### src/rtl/func_table_pkg.sv
// Shared types and constants for the truth-table function engine.
package func_table_pkg;

    typedef enum logic [1:0] {
        IDLE  = 2'd0,
        SWEEP = 2'd1,
        DONE  = 2'd2
    } state_t;

    localparam logic [15:0] DEF_RESET_TBL = 16'hAAF8;

    function automatic int tbl_w(input int n);
        return 2 ** n;
    endfunction

endpackage

### src/rtl/func_sweep_ctr.sv
// Sweep index counter with zero accumulator (and golden-mismatch accumulator
// when FUNC_TABLE_GOLDEN_CHECK_EN is defined).
module func_sweep_ctr
    import func_table_pkg::*;
#(
    parameter int N_IN = 4
) (
    input  logic            clk,
    input  logic            rst_n,
    input  logic            i_start,
    input  logic            i_enable,
    input  logic            i_bit,
`ifdef FUNC_TABLE_GOLDEN_CHECK_EN
    input  logic            i_gold,
    output logic            o_mis_beat,
    output logic [N_IN:0]   o_mis_count,
`endif
    output logic [N_IN-1:0] o_idx,
    output logic            o_last,
    output logic [N_IN:0]   o_count
);

    logic [N_IN-1:0] r_idx;
    logic [N_IN:0]   r_zero_cnt;
    logic [N_IN:0]   w_zero_inc;

    // Counts include the beat currently on the output, so the final edge can publish them directly.
    assign w_zero_inc = (N_IN+1)'(i_enable & ~i_bit);
    assign o_count    = r_zero_cnt + w_zero_inc;
    assign o_idx      = r_idx;
    assign o_last     = (r_idx == {N_IN{1'b1}});

    always_ff @(posedge clk or negedge rst_n) begin
        if (!rst_n) begin
            r_idx      <= '0;
            r_zero_cnt <= '0;
        end else if (i_start) begin
            r_idx      <= '0;
            r_zero_cnt <= '0;
        end else if (i_enable) begin
            r_idx      <= r_idx + N_IN'(1);
            r_zero_cnt <= o_count;
        end
    end

`ifdef FUNC_TABLE_GOLDEN_CHECK_EN
    logic [N_IN:0] r_mis_cnt;

    assign o_mis_beat  = i_enable & (i_bit ^ i_gold);
    assign o_mis_count = r_mis_cnt + (N_IN+1)'(o_mis_beat);

    always_ff @(posedge clk or negedge rst_n) begin
        if (!rst_n) begin
            r_mis_cnt <= '0;
        end else if (i_start) begin
            r_mis_cnt <= '0;
        end else if (i_enable) begin
            r_mis_cnt <= o_mis_count;
        end
    end
`endif

endmodule

### src/rtl/func_table_engine.sv
// Loadable N-input truth-table engine: single-vector evaluation plus exhaustive sweep.
// Optional golden-table comparison enabled by defining FUNC_TABLE_GOLDEN_CHECK_EN.
module func_table_engine
    import func_table_pkg::*;
#(
    parameter  int               N_IN      = 4,
    localparam int               TBL_W     = tbl_w(N_IN),
    parameter  logic [255:0]     RESET_TBL = 256'(DEF_RESET_TBL)
) (
    input  logic             clk,
    input  logic             rst_n,
    input  logic             cfg_we,
    input  logic [TBL_W-1:0] cfg_tbl,
    input  logic             req_valid,
    output logic             req_ready,
    input  logic [N_IN-1:0]  req_vec,
    input  logic             sweep_start,
    output logic             busy,
    output logic             rsp_valid,
    output logic [N_IN-1:0]  rsp_vec,
    output logic             rsp_f,
    output logic             sweep_done,
`ifdef FUNC_TABLE_GOLDEN_CHECK_EN
    input  logic             gold_we,
    input  logic [TBL_W-1:0] gold_tbl,
    output logic             mismatch,
    output logic [N_IN:0]    mismatch_cnt,
`endif
    output logic [N_IN:0]    maxterm_cnt
);

    state_t            r_state;
    logic [TBL_W-1:0]  r_tbl;
    logic              r_vld_p1;
    logic [N_IN-1:0]   r_rsp_vec_p1;
    logic              r_rsp_f_p1;
    logic [N_IN:0]     r_maxterm;

    logic              w_req_ready;
    logic              w_accept;
    logic              w_start;
    logic              w_sweeping;
    logic              w_cur_bit;
    logic              w_last;
    logic [N_IN-1:0]   w_idx;
    logic [N_IN:0]     w_count;

    assign w_req_ready = (r_state == IDLE) && !sweep_start;
    assign w_accept    = req_valid && w_req_ready;
    assign w_start     = (r_state == IDLE) && sweep_start;
    assign w_sweeping  = (r_state == SWEEP);
    assign w_cur_bit   = r_tbl[w_idx];

`ifdef FUNC_TABLE_GOLDEN_CHECK_EN
    logic [TBL_W-1:0]  r_gold;
    logic              r_mismatch;
    logic [N_IN:0]     r_mis_pub;
    logic              w_mis_beat;
    logic [N_IN:0]     w_mis_count;

    func_sweep_ctr #(.N_IN(N_IN)) u_ctr (
        .clk        (clk),
        .rst_n      (rst_n),
        .i_start    (w_start),
        .i_enable   (w_sweeping),
        .i_bit      (w_cur_bit),
        .i_gold     (r_gold[w_idx]),
        .o_mis_beat (w_mis_beat),
        .o_mis_count(w_mis_count),
        .o_idx      (w_idx),
        .o_last     (w_last),
        .o_count    (w_count)
    );

    // A fresh golden table restarts the sticky flag.
    always_ff @(posedge clk or negedge rst_n) begin
        if (!rst_n) begin
            r_gold     <= RESET_TBL[TBL_W-1:0];
            r_mismatch <= 1'b0;
            r_mis_pub  <= '0;
        end else begin
            if (gold_we) begin
                r_gold     <= gold_tbl;
                r_mismatch <= 1'b0;
            end else if (w_mis_beat) begin
                r_mismatch <= 1'b1;
            end
            if (w_sweeping && w_last) begin
                r_mis_pub <= w_mis_count;
            end
        end
    end

    assign mismatch     = r_mismatch;
    assign mismatch_cnt = r_mis_pub;
`else
    func_sweep_ctr #(.N_IN(N_IN)) u_ctr (
        .clk     (clk),
        .rst_n   (rst_n),
        .i_start (w_start),
        .i_enable(w_sweeping),
        .i_bit   (w_cur_bit),
        .o_idx   (w_idx),
        .o_last  (w_last),
        .o_count (w_count)
    );
`endif

    always_ff @(posedge clk or negedge rst_n) begin
        if (!rst_n) begin
            r_state   <= IDLE;
            r_tbl     <= RESET_TBL[TBL_W-1:0];
            r_maxterm <= '0;
        end else begin
            case (r_state)
                IDLE: begin
                    if (cfg_we) begin
                        r_tbl <= cfg_tbl;
                    end
                    if (sweep_start) begin
                        r_state <= SWEEP;
                    end
                end
                SWEEP: begin
                    if (w_last) begin
                        r_state   <= DONE;
                        r_maxterm <= w_count;
                    end
                end
                DONE:    r_state <= IDLE;
                default: r_state <= IDLE;
            endcase
        end
    end

    // Eval stage p1: response one cycle after accept, reading the pre-write table.
    always_ff @(posedge clk or negedge rst_n) begin
        if (!rst_n) begin
            r_vld_p1     <= 1'b0;
            r_rsp_vec_p1 <= '0;
            r_rsp_f_p1   <= 1'b0;
        end else begin
            r_vld_p1 <= w_accept;
            if (w_accept) begin
                r_rsp_vec_p1 <= req_vec;
                r_rsp_f_p1   <= r_tbl[req_vec];
            end
        end
    end

    assign req_ready   = w_req_ready;
    assign busy        = w_sweeping;
    assign sweep_done  = (r_state == DONE);
    assign rsp_valid   = w_sweeping | r_vld_p1;
    assign rsp_vec     = w_sweeping ? w_idx : r_rsp_vec_p1;
    assign rsp_f       = w_sweeping ? w_cur_bit : r_rsp_f_p1;
    assign maxterm_cnt = r_maxterm;

endmodule

### config.mk
export PLATFORM = sky130hd
export DESIGN_NAME = func_table_engine
export DESIGN_NICKNAME = d
export VERILOG_FILES = /design/src/rtl/func_table_pkg.sv /design/src/rtl/func_sweep_ctr.sv /design/src/rtl/func_table_engine.sv
export SDC_FILE = /design/constraint.sdc
export NUM_CORES = 1
export LEC_CHECK = 0
export BUFFER_PORTS_ARGS = -buffer_cell sky130_fd_sc_hd__clkbuf_2
export CORE_MARGIN = 5
export CORE_UTILIZATION = 45
export DETAILED_ROUTE_END_ITERATION = 10
export PLACE_DENSITY = 0.79
export RECOVER_POWER = 25
export SLEW_MARGIN = 20
export SYNTH_ARGS = -nofsm -noshare
export SYNTH_HDL_FRONTEND = slang
export SYNTH_SLANG_ARGS = --single-unit
export TNS_END_PERCENT = 50
### constraint.sdc
create_clock -name clk -period 4.05 [get_ports clk]
set_input_delay 1.0125 -clock clk [delete_from_list [all_inputs] [get_ports clk]]
set_output_delay 1.0125 -clock clk [all_outputs]
set_load 0.01 [all_outputs]
==> flow_summary.yaml <==
outcome:
  violations: "max-capacitance violations, max-slew violations"
  status: "finished with violations"
route:
  drc: 0
  routedWlPerCell_microns: 15.5
  final_antenna_net_count: 0
  num_vias: 1241
  drt-total-wl_microns: 3620
  post_drt_via_cell_ratio: 5.30
  dr.first_iter.drc_count: 84
  drt-pass1-iter-count: 4
clocking:
  cts_sinks: 38
  cts_buffers: 5
  clk_pin_slew_ns: 0.07
  cts_tree: "built"
  post_cts_buffers: 0
  cts_buffer_depth: 2
  insertion_delay_ns: 0.29
  cts-htree-levels: 2
  cts_hold_buf: 0
  cts-resized-gates: 0
  cts_root_buf: "clkbuf_8"
critical_path:
  start_kind: "flop"
  crit_fanout: 7
  cp-end-kind: "output pin"
  worst-path-buf-inv: 1
  slowest_stage: "mux4_1"
  path_cells: "mux4_1 -> mux2i_1 -> mux2i_1 -> mux2_4 -> clkbuf_2"
  r2r_start: "u_ctr.o_idx[1]"
  crit_start: "u_ctr.o_idx[1]"
  critPathMaxStageDelay_ns: 0.59
  critical_path_arrival_ns: 2.04
  worstSetupPathType: "reg -> out"
  crit_family: "multiplexers"
  cp.required_ns: 3.04
  crit_top_cell: "mux2i_1"
synthesis:
  synth_area_sq_um: 1880
  avgSynthCellArea_sq_um: 13.0
  synthesis.nets: 173
  seq_area_frac_synth: 0.511
  postSynthCellCount: 145
  yosysUniqueCellTypes: 33
  ys_seq_elements: 38
  yosysWarningCount: 0
global_routing:
  antenna_found_initial: 0
  grt_pass1_wl_microns: 6160
  grt_max_degree: 39
  use_met2: 0.252
  top_usage_layer: "met2"
  grt.total_usage: 0.149
  use_met1: 0.182
  first_global_vias: 1299
  met3_usage: 0.0534
  grt_overflow: 0
placed_design:
  port-buffer-count: 38
  dp_cells: 226
  hpwl_microns: 2730
  gp_congestion: 0.776
timing:
  period_minus_slack_ns: 3.05
  max_freq_ghz: 0.328
  finalCritPeriodShare: 0.754
  setup_viol: 0
  tightest_slew_ns: 2.01
  grt_setup_unrepaired: "no"
  relSlewSlack: -0.337
  fin_hold_ws_ns: 0.505
  drv_slew: 39
  hold_viol: 0
  fin_tns_setup_ns: 0
  final.setup_skew_ns: 0.00715
die:
  die_h_microns: 74.7
  pin_count: 39
  die_w_microns: 74.7
  core_sq_um: 4030
  initial_core_util: 0.467
  rows: 23
  die_area_sq_um: 5580
job:
  cap_violations: 1
final_layout:
  diodes: 0
  nets: 211
  layout_common_cells: "clkbuf_2, dfrtp_1, mux2_2"
  syn_to_final_growth_pct: 16.0
  instances_no_fill: 234
  final_common_cell: "clkbuf_2"
  drive_gt1_frac: 0.457
  final_core_util: 0.542
power:
  power.density_nw_per_um2: 858
  power_mw: 1.87
  ir_drop_mv: 0.341
  p_leak_nw: 1.02
min_path:
  min_path_type: "reg -> reg"
  hold_start: "u_ctr.r_zero_cnt[4]"
-- metal layers --
layer  vias to the layer above  share of wire  wire length (microns)
met2                        36           0.50                   1810
met5                         -              0                      0
met1                       600           0.43                   1560
met3                         2          0.066                    240
li1                        603              -                      -
met4                         0         0.0036                     13
-- where the power goes --
part,switching (mW),internal [mW],leakage (nW)
sequential,0.177,0.597,0.451
combinational,0.365,0.472,0.518
clock,0.124,0.139,0.0455
total,0.665,1.21,1.02
-- path summary, 6_finish.rpt --
| check | end | slack, ns | cells past startpoint |
|---|---|---|---|
| min in group asynchronous | maxterm_cnt[4] | 1.28 | 1 |
| min reg2reg | u_ctr.r_zero_cnt[4] | 0.50 | 2 |
| min | u_ctr.r_zero_cnt[4] | 0.50 | 2 |
| max in group asynchronous | u_ctr.r_zero_cnt[1] | 1.61 | 1 |
| max | rsp_f | 1.0 | 5 |
| max reg2reg | u_ctr.r_zero_cnt[4] | 1.68 | 9 |
-- worst reg2reg max path: stages, from the launching register on --
cell and delay, ns:
dfrtp_1 0.50, mux4_1 0.59, mux2i_1 0.14, mux2i_1 0.12, nor2_1 0.11, ha_1 0.18, ha_1 0.23, nand3_1 0.11
xor2_1 0.17, o21ai_0 0.09
-- synth_stat cells (all sizes together) --
library cell  count  area (sq um)
a22o              5          45.0
xnor2             1          8.76
inv               2          7.51
o21bai            1          7.51
nor2b             1          6.26
a41oi             1          8.76
mux2             24           274
a21oi             3          15.0
nand2b            2          12.5
nor3              3          15.0
xor2              2          17.5
mux2i             5          50.1
o21ai             4          20.0
o31ai             1          7.51
ha                3          37.5
nor2              7          28.8
mux4              8           188
buf               5          31.3
nand3             4          20.0
nor3b             2          20.0
dfstp             9           236
dfrtp            29           726
nand2            17          63.8
a211o             1          8.76
a21o              2          15.0
clkbuf            3          12.5
-- per-stage QoR --
stage / instance area [sq um] / setup slack (ns)
after floorplan: 1880 / 1.56
after global placement: 2100 / 1.36
after detailed placement: 2100 / 1.31
after CTS: 2190 / 0.984
after global routing: 2180 / 0.866
final: 2180 / 0.998
-- cell type report --
| cell class | instances | area [sq um] |
|---|---|---|
| Fill cell | 362 | 1840 |
| Sequential cell | 38 | 962 |
| Multi-Input combinational cell | 97 | 867 |
| Timing Repair Buffer | 39 | 195 |
| Clock buffer | 8 | 90.1 |
| Tap cell | 50 | 62.6 |
| Inverter | 2 | 7.51 |
-- registers in the layout, summed over array words and instances (netlist names) --
name	count
r_state	2
u_ctr.r_zero_cnt	5
r_tbl	16
u_ctr.o_idx	4
r_rsp_vec_p1	4
r_rsp_f_p1	1
r_vld_p1	1
maxterm_cnt	5
-- kinds of logic after synthesis --
family	synth area share
buffers and inverters	0.0272
muxes	0.272
AOI/OAI and AO/OA	0.0678
adders and majority gates	0.0199
and+or+nand+nor	0.0884
xor gates and xnor gates	0.0140
DFF	0.511
No activity file was read; power rests on OpenSTA's default activity.
